<file path="src/rtl/cam_frame_writer.sv">
// Frame writer: moves a 64-bit pixel stream into memory as fixed-length write
// bursts starting at a programmable base, with one burst outstanding at a time.
module cam_frame_writer #(
  parameter int unsigned BURST_LEN = 16,
  parameter int unsigned ADDR_W    = 32
) (
  input  logic              fclk,
  input  logic              rst_n,
  input  logic              start,
  input  logic [ADDR_W-1:0] base_addr,
  input  logic [31:0]       frame_bytes,
  input  logic [63:0]       sdata,
  input  logic              sdata_valid,
  input  logic              sdata_burst_valid,
  output logic              sdata_ready,
  output logic [ADDR_W-1:0] awaddr,
  output logic [3:0]        awlen,
  output logic              awvalid,
  input  logic              awready,
  output logic [63:0]       wdata,
  output logic              wvalid,
  input  logic              wready,
  output logic              wlast,
  input  logic              bvalid,
  input  logic [1:0]        bresp,
  output logic              bready,
  output logic              busy,
  output logic              done,
  output logic              err,
  output logic [15:0]       frame_cnt
);

  localparam int unsigned BURST_BYTES = BURST_LEN * 8;
  localparam int unsigned SHIFT       = $clog2(BURST_BYTES);
  localparam int unsigned BEAT_W      = $clog2(BURST_LEN);
  localparam logic [BEAT_W-1:0] LAST_BEAT = BEAT_W'(BURST_LEN - 1);

  typedef enum logic [2:0] {
    ST_IDLE,
    ST_WAIT,
    ST_ADDR,
    ST_DATA,
    ST_RESP
  } state_t;

  state_t              state_q, state_d;
  logic [ADDR_W-1:0]   addr_q, addr_d;
  logic [31:0]         bursts_left_q, bursts_left_d;
  logic [BEAT_W-1:0]   beat_q, beat_d;
  logic                busy_q, busy_d;
  logic                done_q, done_d;
  logic                err_q, err_d;
  logic [15:0]         frame_cnt_q, frame_cnt_d;
  logic [31:0]         start_bursts;
  logic                w_fire;

  // Remainder bytes below one burst are dropped (floor division).
  assign start_bursts = frame_bytes >> SHIFT;

  always_comb begin
    awvalid     = (state_q == ST_ADDR);
    wvalid      = (state_q == ST_DATA) && sdata_valid;
    sdata_ready = wvalid && wready;
    wlast       = (state_q == ST_DATA) && (beat_q == LAST_BEAT);
    bready      = (state_q == ST_RESP);
    w_fire      = wvalid && wready;
  end

  assign awaddr    = addr_q;
  assign awlen     = 4'(BURST_LEN - 1);
  assign wdata     = sdata;
  assign busy      = busy_q;
  assign done      = done_q;
  assign err       = err_q;
  assign frame_cnt = frame_cnt_q;

  always_comb begin
    state_d       = state_q;
    addr_d        = addr_q;
    bursts_left_d = bursts_left_q;
    beat_d        = beat_q;
    busy_d        = busy_q;
    done_d        = 1'b0;
    err_d         = err_q;
    frame_cnt_d   = frame_cnt_q;

    case (state_q)
      ST_IDLE: begin
        if (start) begin
          addr_d        = base_addr;
          bursts_left_d = start_bursts;
          err_d         = 1'b0;
          if (start_bursts == '0) begin
            done_d = 1'b1;
          end else begin
            busy_d  = 1'b1;
            state_d = ST_WAIT;
          end
        end
      end

      ST_WAIT: begin
        if (sdata_burst_valid) begin
          state_d = ST_ADDR;
        end
      end

      ST_ADDR: begin
        if (awready) begin
          beat_d  = '0;
          state_d = ST_DATA;
        end
      end

      ST_DATA: begin
        if (w_fire) begin
          beat_d = beat_q + 1'b1;
          if (beat_q == LAST_BEAT) begin
            state_d = ST_RESP;
          end
        end
      end

      ST_RESP: begin
        if (bvalid) begin
          if (bresp != 2'b00) begin
            err_d = 1'b1;
          end
          bursts_left_d = bursts_left_q - 32'd1;
          addr_d        = addr_q + ADDR_W'(BURST_BYTES);
          if (bursts_left_q == 32'd1) begin
            done_d      = 1'b1;
            busy_d      = 1'b0;
            frame_cnt_d = frame_cnt_q + 16'd1;
            state_d     = ST_IDLE;
          end else begin
            state_d = ST_WAIT;
          end
        end
      end

      default: state_d = ST_IDLE;
    endcase
  end

  always_ff @(posedge fclk) begin
    if (!rst_n) begin
      state_q       <= ST_IDLE;
      addr_q        <= '0;
      bursts_left_q <= '0;
      beat_q        <= '0;
      busy_q        <= 1'b0;
      done_q        <= 1'b0;
      err_q         <= 1'b0;
      frame_cnt_q   <= '0;
    end else begin
      state_q       <= state_d;
      addr_q        <= addr_d;
      bursts_left_q <= bursts_left_d;
      beat_q        <= beat_d;
      busy_q        <= busy_d;
      done_q        <= done_d;
      err_q         <= err_d;
      frame_cnt_q   <= frame_cnt_d;
    end
  end

endmodule

</file>
<file path="config.mk">
export PLATFORM = sky130hd
export DESIGN_NAME = cam_frame_writer
export DESIGN_NICKNAME = d
export VERILOG_FILES = /design/src/rtl/cam_frame_writer.sv
export SDC_FILE = /design/constraint.sdc
export NUM_CORES = 1
export LEC_CHECK = 0
export CAP_MARGIN = 20
export CELL_PAD_IN_SITES_DETAIL_PLACEMENT = 2
export CELL_PAD_IN_SITES_GLOBAL_PLACEMENT = 2
export CORE_MARGIN = 4
export CORE_UTILIZATION = 20
export CTS_CLUSTER_SIZE = 8
export DETAILED_ROUTE_END_ITERATION = 6
export PLACE_DENSITY = 0.76
export SYNTH_ARGS = -nofsm -noshare
export SYNTH_HDL_FRONTEND = slang
export SYNTH_SLANG_ARGS = --single-unit
</file>
<file path="constraint.sdc">
create_clock -name fclk -period 2.3 [get_ports fclk]
set_input_delay 0.23 -clock fclk [delete_from_list [all_inputs] [get_ports fclk]]
set_output_delay 0.23 -clock fclk [all_outputs]
set_load 0.005 [all_outputs]
</file>
==> results of run 1 <==
Yosys cell counts, types with 6 or more instances:
| cell | n | area (µm²) |
|---|---|---|
| a311oi_1 | 10 | 87.58 |
| a31oi_1 | 8 | 50.05 |
| xnor2_1 | 8 | 70.07 |
| o21ai_0 | 53 | 265.3 |
| nand4_1 | 12 | 75.07 |
| nor4_1 | 28 | 175.2 |
| buf_4 | 68 | 510.5 |
| and4_1 | 8 | 70.07 |
| o221a_2 | 6 | 67.56 |
| dfxtp_1 | 90 | 1802 |
| and3_1 | 17 | 106.4 |
| nand3b_1 | 7 | 52.55 |
| inv_1 | 10 | 37.54 |
| and2_1 | 11 | 68.82 |
| or4_1 | 11 | 82.58 |
| a32o_1 | 7 | 70.07 |
| nor3_1 | 11 | 55.05 |
| clkbuf_1 | 46 | 172.7 |
| nor2_1 | 62 | 232.7 |
| or3_1 | 11 | 68.82 |
| nand3_1 | 24 | 120.1 |
| a21oi_1 | 63 | 315.3 |
| nand2_1 | 81 | 304.0 |
layer usage:
layer	track usage [%]	routed length [µm]	vias to the layer above
li1	-	-	2859
met1	18.46	10340	2985
met2	25.50	11380	109
met3	2.596	885	19
met4	3.404	221	2
met5	0	12	-
repair_timing:
item	CTS	global route
gates resized for setup	18	15
endpoints found under the setup margin	19	31
setup buffers	4	1
gates cloned	2	0
pin swaps	2	8
tightest hold or removal path: cells and delay by family:
| family | cells | cell delay, ns |
|---|---|---|
| and+or+nand+nor | 1 | 0.06 |
| AOI/OAI and AO/OA | 1 | 0.06 |
| buffers and inverters | 1 | 0.40 |
logic make-up after synthesis:
logic type / count (synthesis) / synth area share [%]
xor gates and xnor gates: 9 / 1.409
AOI/OAI and AO/OA: 200 / 23.00
muxes: 4 / 0.7383
other: 1 / 0.06705
DFF: 90 / 32.21
buffers and inverters: 131 / 13.40
adders and majority gates: 5 / 1.119
and+or+nand+nor: 304 / 28.05
sequential cells by signal, indices dropped and copies added (netlist names):
register,flops
awaddr,32
beat_q,4
bursts_left_q,32
busy,1
done,1
err,1
frame_cnt,16
state_q,3
metrics by stage:
step	std cells	total power (W)	area (µm²)	hold WS [ns]
after floorplan	747	0.002310	5625	0.3660
after global placement	1198	0.002788	7209	0.4425
after detailed placement	1198	0.002825	7209	0.4600
after CTS	1220	0.004400	7649	0.4220
after global routing	1223	0.004600	7727	0.4347
final	1224	0.004358	7730	0.4398
where the power goes:
| group | switching, W | internal [W] | leakage, nW | total, W |
|---|---|---|---|---|
| sequential | 0.0000892 | 0.00165 | 0.737 | 0.00174 |
| combinational | 0.000553 | 0.000537 | 1.96 | 0.00109 |
| clock | 0.000764 | 0.000767 | 0.145 | 0.00153 |
| total | 0.00141 | 0.00295 | 2.84 | 0.00436 |
worst paths after layout:
kind,from,slack (ns),depth (start not counted),endpoint
setup / recovery,bursts_left_q[27],-0.14,5,frame_cnt[15]
hold / removal,base_addr[0],0.44,3,awaddr[0]
setup reg to reg,bursts_left_q[27],-0.14,5,frame_cnt[15]
hold reg to reg,awaddr[4],0.47,2,awaddr[4]
final cells by class:
| type | count | area, µm² |
|---|---|---|
| Clock inverter | 7 | 66.31 |
| Clock buffer | 9 | 225.2 |
| Multi-Input combinational cell | 526 | 3187 |
| Fill cell | 3140 | 19520 |
| Tap cell | 372 | 465.4 |
| Inverter | 10 | 40.04 |
| Sequential cell | 90 | 1804 |
| Timing Repair Buffer | 207 | 1934 |
| Antenna cell | 3 | 7.507 |
==> key figures, run 1 <==
Min path
  – Worst min-delay path class: primary input to register

Clocking
  – Clk root buf: clkbuf_16
  – Cts bufs inserted: 9
  – H-tree depth: 3
  – CTS tree: done
  – CTS max path bufs: 2
  – Clk pin slew, worst setup/hold paths: 0.08 ns
  – Hold buffers post-CTS: 0
  – Worst-Skew Late Latency: 0.36 ns
  – Clock sink total: 90

Timing
  – Worst Tran Pin Value: 0.6152 ns
  – Worst clock skew: 0.01275 ns
  – Max-slew violations: 0
  – FMAX: 410.2 MHz
  – Final worst setup slack: -0.1381 ns
  – Final Cycle Share: 106.0%
  – Fin crit period: 2.438 ns
  – RSZ-0062 raised after global routing: yes
  – Setup TNS: -1.030 ns
  – Final Hold Vio Count: 0
  – Setup violations, final: 15
  – Slew Limit Headroom: 58.94%

Detailed routing
  – Routed wire length: 22.84 mm
  – Initial drt markers: 226
  – DR pass1 iterations: 5
  – Total number of vias: 5974
  – Number of nets with antenna violations after routing: 0
  – Drc violations: 0
  – Routed len/inst: 18.66 µm
  – Via-to-Cell Ratio: 4.881

Worst setup path
  – Critical path's largest stage delay: 0.58 ns
  – Worst-path cell chain: or4_4 -> or4_4 -> or4_4 -> or3_1 -> a21oi_1
  – CP delay by family, top: simple AND/OR/NAND/NOR gates
  – Worst setup SP type: register
  – Data required time at the worst endpoint: 2.60 ns
  – CP Capture Type: register
  – Slowest CP cell: or4_4
  – Max FO, Critical Path: 7
  – Critical path type: register to register
  – WP buf/inv: 0
  – CP arrival: 2.73 ns
  – Most Frequent Cell on Critical Path: or4_4

Logic synthesis
  – Post-synth EDFFs: 0
  – Avg Synthesized Cell Area: 7.517 µm²
  – #FFs+latches synth: 90
  – Synth warnings: 0
  – Primary FF master, synth: dfxtp_1
  – Netlist Area Pre-Place: 5593 µm²
  – Post-synth cell types: 60
  – Mapped Cells: 744
  – Asr flop ratio synth: 0%
  – Part of the Yosys area used for sequential elements: 32.21%

Floorplanning
  – Die Area: 30700 µm²
  – # IOs: 262
  – Core footprint: 27250 µm²
  – Initial core utilization: 20.52%
  – Die W: 175.2 µm
  – Die height: 175.2 µm
  – Row count: 60

Outcome
  – Status: finished, violations left
  – Failing checks: negative setup slack

GRT
  – Initial antenna violation count: 3
  – Tot GR Track Use: 14.51%
  – Vias in the first global route: 6529
  – Wire length of the first global-routing pass: 36.08 mm
  – Total gr overflow: 0
  – Pin count of the biggest net entering global routing: 78

Place
  – Port Buf Inserts: 122
  – Dpl hpwl: 16.48 mm
  – GPL Wtd Cong: 0.8377
  – Post-Place Worst Slack: -0.2514 ns

Power and ir drop
  – VDD IR-drop max: 0.3091 mV
  – Pwr/cell area: 563.8 nW/µm²
  – Leakage power total: 2.838 nW

Layout
  – Most common cell after layout, fill and taps aside: clkdlybuf4s50_1
  – Util after Layout: 28.37%
  – Most frequent cells in the layout: clkdlybuf4s50_1 (122), dfxtp_1 (88), nand2_1 (81), buf_4 (81)
  – Layout cells sized above 1: 17.08%
  – # nets final: 987
  – Area Overhead vs Synth: 38.21%

Job
  – Maximum Capacitance Violations: 0
Power figures use the tool's default switching activity.
==> inputs of run 2 (changes only) <==
--- a/config.mk
+++ b/config.mk
@@ -9,10 +9,10 @@
 export CELL_PAD_IN_SITES_DETAIL_PLACEMENT = 2
 export CELL_PAD_IN_SITES_GLOBAL_PLACEMENT = 2
 export CORE_MARGIN = 4
-export CORE_UTILIZATION = 20
+export CORE_UTILIZATION = 22
 export CTS_CLUSTER_SIZE = 8
 export DETAILED_ROUTE_END_ITERATION = 6
-export PLACE_DENSITY = 0.76
+export PLACE_DENSITY = 0.79
 export SYNTH_ARGS = -nofsm -noshare
 export SYNTH_HDL_FRONTEND = slang
 export SYNTH_SLANG_ARGS = --single-unit
==> constraint.sdc (replaced) <==
create_clock -name fclk -period 2.48 [get_ports fclk]
set_input_delay 0.248 -clock fclk [delete_from_list [all_inputs] [get_ports fclk]]
set_output_delay 0.248 -clock fclk [all_outputs]
set_load 0.005 [all_outputs]
==> run 2 against run 1 <==
Effect of this change:
- die area decreased by 8.7%
- via count decreased by 2.2%
- total power decreased by 3.7%
- critical path depth unchanged
- the flow now finishes without violations
- highest routed layer is now met4
- utilization increased by 1.1 points
- hold slack improved by 0.00093 ns
- largest cell class unchanged
- final area decreased by 4.2%
- sequential power decreased by 7%
==> key figures, run 2 (synthesis results as in run 1) <==
Worst setup path
  – Worst setup SP type: register
  – Most Frequent Cell on Critical Path: or4_4
  – Origin of the worst setup path: bursts_left_q[27]
  – Slowest CP cell: or4_4
  – Worst R2R Setup Slack: 0.02 ns
  – RR Startpoint: bursts_left_q[27]
  – CP Capture Type: register
  – Critical path's largest stage delay: 0.61 ns
  – Critical path type: register to register
  – CP delay by family, top: simple AND/OR/NAND/NOR gates
  – Worst-path cell chain: or4_4 -> or4_4 -> or4_4 -> or3_1 -> a21oi_2
  – Worst R2R End: frame_cnt[11]
  – WP depth: 5
  – Max FO, Critical Path: 8
  – CP endpoint: frame_cnt[11]
  – Data required time at the worst endpoint: 2.77 ns
  – FF-to-FF path depth: 5
  – WP buf/inv: 0
  – CP arrival: 2.76 ns

Job
  – Maximum Capacitance Violations: 0

Clocking
  – H-tree depth: 3
  – Clk root buf: clkbuf_16
  – Clock sink total: 90
  – CTS max path bufs: 2
  – Clk pin slew, worst setup/hold paths: 0.08 ns
  – Cts bufs inserted: 9
  – CTS tree: done
  – Hold buffers post-CTS: 0
  – Worst-Skew Late Latency: 0.35 ns

Layout
  – Util after Layout: 29.50%
  – Fill count: 2938
  – Layout cells sized above 1: 12.59%
  – Most common cell after layout, fill and taps aside: clkdlybuf4s50_1
  – # nets final: 956
  – Multi-input gate area: 3123 µm²
  – Number of diodes: 0
  – Seq. cell area: 1803 µm²
  – Most frequent cells in the layout: clkdlybuf4s50_1 (122), dfxtp_1 (89), nand2_1 (80), nor2_1 (62), a21oi_1 (60)
  – Area Overhead vs Synth: 32.46%
  – Final Cell Area: 7408 µm²

Min path
  – Worst min-delay path class: primary input to register

Power and ir drop
  – Pwr/cell area: 566.4 nW/µm²
  – Leakage power total: 2.687 nW
  – Total power: 0.004196 W
  – VDD IR-drop max: 0.3081 mV

Detailed routing
  – Total number of vias: 5840
  – Drc violations: 0
  – Routed len/inst: 18.69 µm
  – Via-to-Cell Ratio: 5.087
  – Number of nets with antenna violations after routing: 0
  – DR pass1 iterations: 4
  – Initial drt markers: 195
  – Routed wire length: 21.46 mm

GRT
  – Vias in the first global route: 6290
  – Tot GR Track Use: 14.78%
  – Pin count of the biggest net entering global routing: 78
  – Wire length of the first global-routing pass: 34.22 mm
  – Initial antenna violation count: 0
  – Total gr overflow: 0

Timing
  – Worst Tran Pin Value: 1.018 ns
  – Fin crit period: 2.464 ns
  – Max-slew violations: 0
  – Worst clock skew: 0.009251 ns
  – Setup violations, final: 0
  – RSZ-0062 raised after global routing: yes
  – Setup TNS: 0 ns
  – Final Cycle Share: 99.36%
  – Slew Limit Headroom: 31.86%
  – Final Hold Vio Count: 0
  – FMAX: 405.8 MHz
  – Worst hold margin: 0.4407 ns

Place
  – Port Buf Inserts: 122
  – Dpl hpwl: 15.19 mm
  – Area of placed instances: 6953 µm²
  – GPL Wtd Cong: 0.7808

Floorplanning
  – Die height: 167.4 µm
  – Row count: 58
  – # IOs: 262
  – Core footprint: 25110 µm²
  – Initial core utilization: 22.27%
  – Die W: 167.4 µm
  – Die Area: 28040 µm²

Outcome
  – Status: finished, final reports clean
## run 2: cell count changes in the layout (fill, tap and decap cells not counted), sizes merged
cell,before,now
buf,83,53
bufbuf,2,1
bufinv,0,3
clkinv,2,1
clkinvlp,0,1
diode,3,0
inv,15,12
## run 2: cell type report
cell class	instances	area share, %
multi-input cells	526	42.16
flip-flops and latches	90	24.34
clock buffers	9	3.040
inverters	10	0.5404
clock inverters	7	1.672
well taps	330	5.573
repair buffers	176	22.68
## run 2: worst min path at each step
stage | from | endpoint | slack (ns) | depth (start not counted)
2_1_floorplan | base_addr[0] | awaddr[0] | 0.38 | 2
3_3_place_gp | awaddr[6] | awaddr[6] | 0.44 | 2
3_5_place_dp | awaddr[4] | awaddr[4] | 0.46 | 2
4_1_cts | base_addr[5] | awaddr[5] | 0.43 | 3
5_1_grt | base_addr[2] | awaddr[2] | 0.45 | 3
6_report | base_addr[5] | awaddr[5] | 0.44 | 3
## run 2: tightest hold or removal path, delay by kind of cell
family,cells,cell delay (ns)
AO/OA/AOI/OAI,1,0.05
buffers and inverters,1,0.40
AND/OR/NAND/NOR,1,0.06
## run 2: where the power goes
| part | internal (W) | total, W | switching (W) |
|---|---|---|---|
| Sequential | 0.00153 | 0.00162 | 0.0000922 |
| Combinational | 0.000440 | 0.000904 | 0.000464 |
| Clock | 0.000996 | 0.00167 | 0.000675 |
| Total | 0.00296 | 0.00420 | 0.00123 |
## run 2: repair_timing
item                       CTS  global route
setup buffers                0             1
gates cloned                 1             0
setup endpoints to repair    6            15
pin swaps                    0             7
gates resized for setup      3            16
## run 2: per-stage QoR
stage / setup slack, ns / std cells
detailed placement: -0.05712 / 1130
floorplan: -0.04549 / 747
global placement: -0.02352 / 1130
global route: -0.05666 / 1148
CTS: 0.006818 / 1147
finish: 0.01583 / 1148
## run 2: metal layers
layer | vias up | global-route usage [%] | routed length, µm
met5 | - | 0 | 0
met4 | 0 | 3.105 | 230
met3 | 19 | 3.305 | 911
met2 | 115 | 25.75 | 10630
met1 | 2919 | 18.75 | 9688
li1 | 2787 | - | -
